--- config.mk ---
export PLATFORM = sky130hd
export DESIGN_NAME = multicycle_control_fsm
export DESIGN_NICKNAME = d
export VERILOG_FILES = /design/src/rtl/multicycle_control_fsm.sv
export SDC_FILE = /design/constraint.sdc
export NUM_CORES = 1
export LEC_CHECK = 0
export ABC_AREA = 1
export BUFFER_PORTS_ARGS = -buffer_cell sky130_fd_sc_hd__buf_4
export CAP_MARGIN = 20
export CORE_MARGIN = 2
export CORE_UTILIZATION = 47
export CTS_CLUSTER_SIZE = 16
export DETAILED_ROUTE_END_ITERATION = 10
export GPL_ROUTABILITY_DRIVEN = 1
export PLACE_DENSITY_LB_ADDON = 0.1
export SYNTH_ARGS = -nofsm -noshare
export SYNTH_HDL_FRONTEND = slang
export SYNTH_SLANG_ARGS = --single-unit
export TNS_END_PERCENT = 100
--- constraint.sdc ---
create_clock -name clk -period 2.8 [get_ports clk]
set_input_delay 0 -clock clk [delete_from_list [all_inputs] [get_ports clk]]
set_output_delay 0 -clock clk [all_outputs]
set_load 0.03 [all_outputs]
--- src/rtl/multicycle_control_fsm.sv ---
// -----------------------------------------------------------------------------
// multicycle_control_fsm
//
// Control unit for the multicycle ARM datapath. It decodes the instruction
// fields held in the instruction register, steps through the per-instruction
// state sequence and drives every datapath select and write enable. It also
// owns the NZCV flag register and the condition-execute gating that
// suppresses architectural writes of instructions whose condition fails.
//
// Ports
//   clk         rising-edge clock
//   reset       asynchronous, active-low reset
//   Cond        Instr[31:28] condition field
//   Op          Instr[27:26] opcode class
//   Funct       Instr[25:20] {I, cmd[3:0], S/L}
//   Rd          Instr[15:12] destination register
//   ALUFlags    NZCV produced by the ALU in the current cycle
//   PCWrite     PC write enable
//   MemWrite    data memory write enable
//   RegWrite    register file write enable
//   IRWrite     instruction register write enable
//   AdrSrc      memory address select (0 = PC, 1 = ALUOut)
//   ALUSrcA     ALU A select (0 = register A, 1 = PC)
//   ALUSrcB     ALU B select (00 = register B, 01 = ExtImm, 10 = 4)
//   ResultSrc   result select (00 = ALUOut, 01 = read data, 10 = ALUResult)
//   ImmSrc      immediate format for ExtendImmediate
//   RegSrc      register-file read-address steering for branch/store
//   ALUControl  ALU operation (00 add, 01 sub, 10 and, 11 orr)
//   Flags       registered NZCV
//   State       current state encoding, for debug
// -----------------------------------------------------------------------------
module multicycle_control_fsm (
    input  logic       clk,
    input  logic       reset,
    input  logic [3:0] Cond,
    input  logic [1:0] Op,
    input  logic [5:0] Funct,
    input  logic [3:0] Rd,
    input  logic [3:0] ALUFlags,
    output logic       PCWrite,
    output logic       MemWrite,
    output logic       RegWrite,
    output logic       IRWrite,
    output logic       AdrSrc,
    output logic       ALUSrcA,
    output logic [1:0] ALUSrcB,
    output logic [1:0] ResultSrc,
    output logic [1:0] ImmSrc,
    output logic [1:0] RegSrc,
    output logic [1:0] ALUControl,
    output logic [3:0] Flags,
    output logic [3:0] State
);

    typedef enum logic [3:0] {
        FETCH    = 4'd0,
        DECODE   = 4'd1,
        MEMADR   = 4'd2,
        MEMREAD  = 4'd3,
        MEMWB    = 4'd4,
        MEMWRITE = 4'd5,
        EXECUTER = 4'd6,
        EXECUTEI = 4'd7,
        ALUWB    = 4'd8,
        BRANCH   = 4'd9
    } stateT;

    localparam logic [3:0] CMD_AND = 4'b0000;
    localparam logic [3:0] CMD_SUB = 4'b0010;
    localparam logic [3:0] CMD_ADD = 4'b0100;
    localparam logic [3:0] CMD_CMP = 4'b1010;
    localparam logic [3:0] CMD_ORR = 4'b1100;

    // Evaluates an ARM condition code against NZCV = flags[3:0].
    function automatic logic condCheck(input logic [3:0] cond, input logic [3:0] flags);
        logic n;
        logic z;
        logic c;
        logic v;
        logic result;
        n = flags[3];
        z = flags[2];
        c = flags[1];
        v = flags[0];
        case (cond)
            4'b0000: result = z;
            4'b0001: result = ~z;
            4'b0010: result = c;
            4'b0011: result = ~c;
            4'b0100: result = n;
            4'b0101: result = ~n;
            4'b0110: result = v;
            4'b0111: result = ~v;
            4'b1000: result = c & ~z;
            4'b1001: result = ~c | z;
            4'b1010: result = (n == v);
            4'b1011: result = (n != v);
            4'b1100: result = ~z & (n == v);
            4'b1101: result = z | (n != v);
            4'b1110: result = 1'b1;
            default: result = 1'b0;
        endcase
        return result;
    endfunction

    stateT      state;
    stateT      nextState;
    logic       cond_ex_q;
    logic       condEx;
    logic       irWrite;
    logic       nextPC;
    logic       regW;
    logic       memW;
    logic       branch;
    logic       aluOp;
    logic       setFlags;
    logic       arithCmd;
    logic       isCmp;
    logic [3:0] cmd;

    assign cmd    = Funct[4:1];
    assign isCmp  = (cmd == CMD_CMP);
    assign condEx = condCheck(Cond, Flags);

    // State register; reset abandons any instruction in flight.
    always_ff @(posedge clk or negedge reset) begin
        if (!reset) begin
            state <= FETCH;
        end else begin
            state <= nextState;
        end
    end

    // Condition result sampled once in DECODE and held for the rest of the instruction.
    always_ff @(posedge clk or negedge reset) begin
        if (!reset) begin
            cond_ex_q <= 1'b0;
        end else if (state == DECODE) begin
            cond_ex_q <= condEx;
        end else begin
            cond_ex_q <= cond_ex_q;
        end
    end

    // NZCV register: NZ on any flag-setting op, CV only for arithmetic ops.
    always_ff @(posedge clk or negedge reset) begin
        if (!reset) begin
            Flags <= 4'b0000;
        end else if (aluOp && setFlags && cond_ex_q) begin
            Flags[3:2] <= ALUFlags[3:2];
            if (arithCmd) begin
                Flags[1:0] <= ALUFlags[1:0];
            end else begin
                Flags[1:0] <= Flags[1:0];
            end
        end else begin
            Flags <= Flags;
        end
    end

    // Next-state logic and per-state datapath controls.
    always_comb begin
        nextState = FETCH;
        irWrite   = 1'b0;
        AdrSrc    = 1'b0;
        ALUSrcA   = 1'b0;
        ALUSrcB   = 2'b00;
        ResultSrc = 2'b00;
        nextPC    = 1'b0;
        regW      = 1'b0;
        memW      = 1'b0;
        branch    = 1'b0;
        aluOp     = 1'b0;
        case (state)
            FETCH: begin
                irWrite   = 1'b1;
                ALUSrcA   = 1'b1;
                ALUSrcB   = 2'b10;
                ResultSrc = 2'b10;
                nextPC    = 1'b1;
                nextState = DECODE;
            end
            DECODE: begin
                ALUSrcA   = 1'b1;
                ALUSrcB   = 2'b10;
                ResultSrc = 2'b10;
                case (Op)
                    2'b00: begin
                        if (Funct[5]) begin
                            nextState = EXECUTEI;
                        end else begin
                            nextState = EXECUTER;
                        end
                    end
                    2'b01:   nextState = MEMADR;
                    2'b10:   nextState = BRANCH;
                    default: nextState = FETCH;
                endcase
            end
            MEMADR: begin
                ALUSrcB = 2'b01;
                if (Funct[0]) begin
                    nextState = MEMREAD;
                end else begin
                    nextState = MEMWRITE;
                end
            end
            MEMREAD: begin
                AdrSrc    = 1'b1;
                nextState = MEMWB;
            end
            MEMWB: begin
                ResultSrc = 2'b01;
                regW      = 1'b1;
                nextState = FETCH;
            end
            MEMWRITE: begin
                AdrSrc    = 1'b1;
                memW      = 1'b1;
                nextState = FETCH;
            end
            EXECUTER: begin
                aluOp     = 1'b1;
                nextState = ALUWB;
            end
            EXECUTEI: begin
                ALUSrcB   = 2'b01;
                aluOp     = 1'b1;
                nextState = ALUWB;
            end
            ALUWB: begin
                regW      = ~isCmp;
                nextState = FETCH;
            end
            BRANCH: begin
                ALUSrcB   = 2'b01;
                ResultSrc = 2'b10;
                branch    = 1'b1;
                nextState = FETCH;
            end
            default: begin
                nextState = FETCH;
            end
        endcase
    end

    // ALU operation decode; CMP is a subtract that always sets flags.
    always_comb begin
        ALUControl = 2'b00;
        setFlags   = 1'b0;
        arithCmd   = 1'b0;
        if (aluOp) begin
            case (cmd)
                CMD_ADD: ALUControl = 2'b00;
                CMD_SUB: ALUControl = 2'b01;
                CMD_AND: ALUControl = 2'b10;
                CMD_ORR: ALUControl = 2'b11;
                CMD_CMP: ALUControl = 2'b01;
                default: ALUControl = 2'b00;
            endcase
            setFlags = Funct[0] | isCmp;
            arithCmd = (cmd == CMD_ADD) | (cmd == CMD_SUB) | isCmp;
        end else begin
            ALUControl = 2'b00;
            setFlags   = 1'b0;
            arithCmd   = 1'b0;
        end
    end

    // Write enables: condition gating plus an explicit reset override so the
    // FETCH enables stay low while reset is held.
    always_comb begin
        IRWrite  = irWrite & reset;
        RegWrite = regW & cond_ex_q & reset;
        MemWrite = memW & cond_ex_q & reset;
        PCWrite  = reset & (nextPC | (branch & cond_ex_q)
                            | (regW & (Rd == 4'd15) & cond_ex_q));
    end

    assign ImmSrc = Op;
    assign RegSrc = {(Op == 2'b01) & ~Funct[0], (Op == 2'b10)};
    assign State  = state;

endmodule

Word level (Yosys, flattened, before mapping)
Cells that the tools add are included.
Word-level totals
  output and inout bits: 24
  memory bits (read-only): 0
  bits in writable memories: 0
  latch bits: 0
  memories kept: 0
  flip-flop bits (word level): 9
  input port bits: 22
  logic and storage cells: 92
Operators by class
  $mul: 0
  eq/ne operators: 32
  muxes and demuxes: 18
  reduce and logical (&&, ||, !) cells: 13
  bitwise operators: 25
  divide/modulo/power cells: 0
  add/sub/neg operators: 0
  shifts and indexed selects: 0
  magnitude comparators: 0
Operator list (count)
  == test 4 bit, second input constant: 12
  == test 4 x 3 -> 1 bit, second input constant: 9
  == test 4 x 2 -> 1 bit, second input constant: 5
  case mux 4 bit (5 select lines): 1
  case mux 1 bit (15 select lines): 1
  bitwise AND 1 bit: 12
  logical NOT 4 bit: 3
  case mux 4 bit (3 select lines): 1
  2-to-1 mux 1 bit: 9
  == test 4 x 1 -> 1 bit, second input constant: 2
  case mux 2 bit (2 select lines): 2
  OR reduction 2 bit: 4
  bitwise OR 1 bit: 7
  inverter 1 bit: 6
  case mux 2 bit (3 select lines): 1
  OR reduction 3 bit: 2
  2-to-1 mux 3 bit: 1
  == test 2 x 1 -> 1 bit, second input constant: 1
  == test 2 bit, second input constant: 1
  logical AND 1 bit: 2
  logical NOT 2 bit: 1
  2-to-1 mux 2 bit: 1
  case mux 1 bit (2 select lines): 1
  AND reduction 2 bit: 1
  2 further kinds: 2

Logic depth before layout (Yosys ltp)
  word-level depth: 7
  mapped depth: 11
  gate-level depth less buffers: 11

Worst setup path after synthesis
No wires, ideal clock.
  path type: flip-flop to output port
  start point: reg state[2], in the netlist State[2]
  end point: out ALUSrcB[0]
  arrival time: 2.065 ns
  stages on the path, launching flop included: 4
  buffers on the path: 0
  path slack: 0.735 ns
  required time: 2.800 ns
  path through: dfrtp_1 inv_1 or2_4 o311ai_0
On the way
  word-level cells in the longest chain between the ends: 3
  elaborated cells between the ends (all ways): 8
  classes of those cells: eq/ne (4); mux (1); reduce/logical (3)
Ends and longest elaborated chain
  start, declared: line 106  | stateT state;
  start signal, assigned: line 130  | state <= nextState;
  == test 4 x 2 -> 1 bit (tied with other cells): line 174  | case (state)
  OR reduction 3 bit (no source line) or OR reduction 2 bit (tied branches)
  case mux 2 bit (2 select lines) (*): line 174
  end, declared: line 46  | output logic [1:0] ALUSrcB,
Mark *: on every way between the ends. The rest lies on a longest branch, timed or not.

Final worst setup path
  start point: reg state[3], in the netlist State[3]
  end point: reg state[2], in the netlist State[2]
On the way
  word-level cells in the longest chain between the ends: 3
  elaborated cells between the ends (all ways): 8
  classes of those cells: eq/ne (5); mux (1); reduce/logical (2)
Ends and longest elaborated chain
  == test 4 x 3 -> 1 bit: line 174
  OR reduction 2 bit (no source line)
  case mux 4 bit (5 select lines) (*): line 174
  named net nextState[2]: line 107  | stateT nextState;
Mark *: on every way through the listed nets, which the timed path passes. The rest lies on a longest branch.
A chain may end at the register's enable or synchronous reset.

==> qor.tcl <==
set qor(post_drt_wl_per_cell_microns) 12.1
set qor(cts_made_buffers) 3
set qor(r2r_end) {State[2]$_DFF_PN0_}
set qor(die_h_microns) 46.4
set qor(setup.reg_to_reg.worst_slack_ps) 1000
set qor(final.setup.worst_slack_ps) 997
set qor(postSynth.topFlopCell) {dfrtp_1}
set qor(crit_family) {buffers and inverters}
set qor(finalCoreUtilization) 0.759
set qor(fp.coreArea_sq_mm) 0.00171
set qor(dr.first_iter.drc_count) 55
set qor(pwr_density_mw_per_mm2) 908
set qor(netlist-cell-type-count) 21
set qor(worst-path-stages) 6
set qor(final_antenna_net_count) 0
set qor(startpoint) {State[3]$_DFF_PN0_}
set qor(detailed_place_hpwl_microns) 1900
set qor(area.growth.synth_to_final_pct) 53.3
set qor(antennaDiodeCount) 0
set qor(worstPathCellList) {nor2_1 > inv_1 > nor2_1 > o21ai_0 > o31ai_1 > dlygate4sd3_1}
set qor(report.final.hold_viol_count) 0
set qor(routabilityCongestion) 0.898
set qor(netlist_top_cells_area) {dfrtp_1 27%, nand2_1 18%, inv_1 11%}
set qor(result_of_the_run) {complete, no violations}
set qor(die_area_sq_mm) 0.00215
set qor(total_leakage_power_nw) 0.731
set qor(grt_max_degree) 11
set qor(synthesis.area_per_instance_sq_um) 6.04
set qor(critPathMostFrequentCell) {nor2_1}
set qor(accumulated_negative_setup_slack_ps) 0
set qor(num_io_pins) 46
set qor(io_buffers) 45
set qor(dpl_worst_slack_ps) 1460
set qor(crit_path_top_delay_cell) {dlygate4sd3_1}
set qor(worst_pin_slew_ps) 359
set qor(synth-seq-cells) 9
set qor(final_common_cell) {buf_4}
set qor(timing.critical_path.fanout_max) 5
set qor(timing.critical_path.required_ps) 3000
set qor(yosysTopAreaCellShare) 0.266
set qor(global_route.usage.total) 0.270
set qor(post-synth-top-area-cell) {dfrtp_1}
set qor(path_clk_slew_ps) 60
set qor(timing_limited_maximum_frequency_mhz) 554
set qor(slowest_delay_ps) 570
set qor(synth.cell_area_sq_um) 846
set qor(htreeDepth) 1
set qor(regToRegStartpoint) {State[3]$_DFF_PN0_}
set qor(cts-root-buf) {clkbuf_4}
set qor(cp_num_buf_inv) 2
set qor(detail_route.drc_violations) 0
set qor(first_global_vias) 958
set qor(reg2regPathDepth) 6
set qor(fin_crit_ps) 1800
set qor(cts_resized) 0
set qor(vdd.ir_drop.worst_mv) 1.17
set qor(yosysWarnings) 0
set qor(floorplan.rows) 15
set qor(floorplan.initialDensity) 0.495
set qor(post_synth_edffs) 0
set qor(ctsLongestPathBuffers) 2
set qor(cts_tree) {yes}
set qor(crit_path_start_kind) {flop}
set qor(netlist_instances) 140
set qor(fin_crit_sh) 0.644
set qor(detail_route.first_pass.iterations) 4
set qor(synth_fp_nets) 162
set qor(vias) 1092
set qor(grt_first_pass_wirelength_microns) 4080
set qor(crit_type) {flop to flop}
set qor(rsz0062_at_grt) {no}
set qor(drive_above_1_share) 0.278
set qor(cts_num_sinks) 9
set qor(endpoint_kind) {flop}
set qor(remaining_global_route_overflow) 0
set qor(dieWidth_microns) 46.4
set qor(layout_common_cells) {45 x buf_4, 40 x nand2_1, 25 x inv_1}
set qor(post_synthesis_sequential_area_ratio) 0.266
set qor(timing.critical_path.arrival_ps) 2010
set qor(antenna_violations_before_repair) 0
set qor(max_cap_viol_count) 0
set qor(final-max-slew-violation-count) 0
set qor(worst_slew_margin_rel) 0.758
set qor(vias_per_cell) 4.99
set qor(asyncSetResetFlopFracSynth) 1.00
set qor(final.hold.worst_slack_ps) 4.22
set qor(final_routed_wirelength_microns) 2660
set qor(fin_nets) 217
set qor(final_setup_fails) 0
set qor(critPathCapture) {State[2]$_DFF_PN0_}
set qor(hold_path.class) {input port to flop}
set qor(finClkSkew_ps) 4.29
set qor(clk_latency_ps) 260
==> registers in the layout, indices dropped and copies added, names as in the netlist <==
register   flops
Flags          4
State          4
cond_ex_q      1
==> how the worst min path moves through the flow <==
stage                     depth (start not counted)  slack, ps              endpoint        start
final                                             3          4  Flags[2]$_DFFE_PN0P_  ALUFlags[2]
after global routing                              3         50  Flags[2]$_DFFE_PN0P_  ALUFlags[2]
after CTS                                         3          6  Flags[2]$_DFFE_PN0P_  ALUFlags[2]
after detailed placement                          1       -170    State[0]$_DFF_PN0_        reset
after global placement                            1       -170    State[0]$_DFF_PN0_        reset
after floorplan                                   0       -300  Flags[0]$_DFFE_PN0P_        reset
==> kinds of logic (layout without fill, tap and decap cells) <==
kind of cell | Yosys count | after routing | share of synthesized area
compound gates | 19 | 19 | 0.124
buf+inv | 27 | 81 | 0.129
flops | 9 | 9 | 0.266
simple gates | 85 | 85 | 0.481
==> worst register-to-register path, cell delays in order (launching register included) <==
cell and delay (ps):
dfrtp_1 430, nor2_1 240, inv_1 130, nor2_1 190, o21ai_0 120, o31ai_1 70
dlygate4sd3_1 570
==> area by class of cell <==
class | count | area [sq um]
Sequential cell | 9 | 225
Fill cell | 137 | 412
Tap cell | 25 | 31.3
Inverter | 25 | 93.8
Clock buffer | 4 | 26.3
Timing Repair Buffer | 52 | 408
Multi-Input combinational cell | 104 | 512
==> metrics by stage <==
step | power, mW | area, sq um | instances
global route | 1.25 | 1300 | 219
detailed placement | 1.04 | 1200 | 208
CTS | 1.15 | 1300 | 219
floorplan | 0.747 | 846 | 140
finish | 1.18 | 1300 | 219
global placement | 1.01 | 1200 | 208
==> synthesized netlist by cell type (2+ instances only) <==
master / instances
nor3_1: 4
nor2_4: 2
nand3_1: 11
dfrtp_1: 9
nand2_1: 40
nand3b_1: 3
o21ai_0: 8
inv_1: 25
a21oi_1: 7
nor2_1: 19
buf_4: 2
==> metal layers <==
metal,GRT usage,wire length (microns)
met1,0.309,1040
met2,0.467,1410
met3,0.0471,167
met4,0.149,41
met5,0,0
==> where the power goes <==
group          switching, mW  internal, mW
Sequential            0.0606         0.176
Combinational          0.553         0.285
Clock                 0.0477        0.0550
Total                  0.661         0.516
==> what timing repair did <==
item	CTS	global route
hold buffers	7	0
setup endpoints to repair	0	0
buffers inserted	0	0
hold endpoints to repair	14	0
Power figures use the tool's default switching activity.
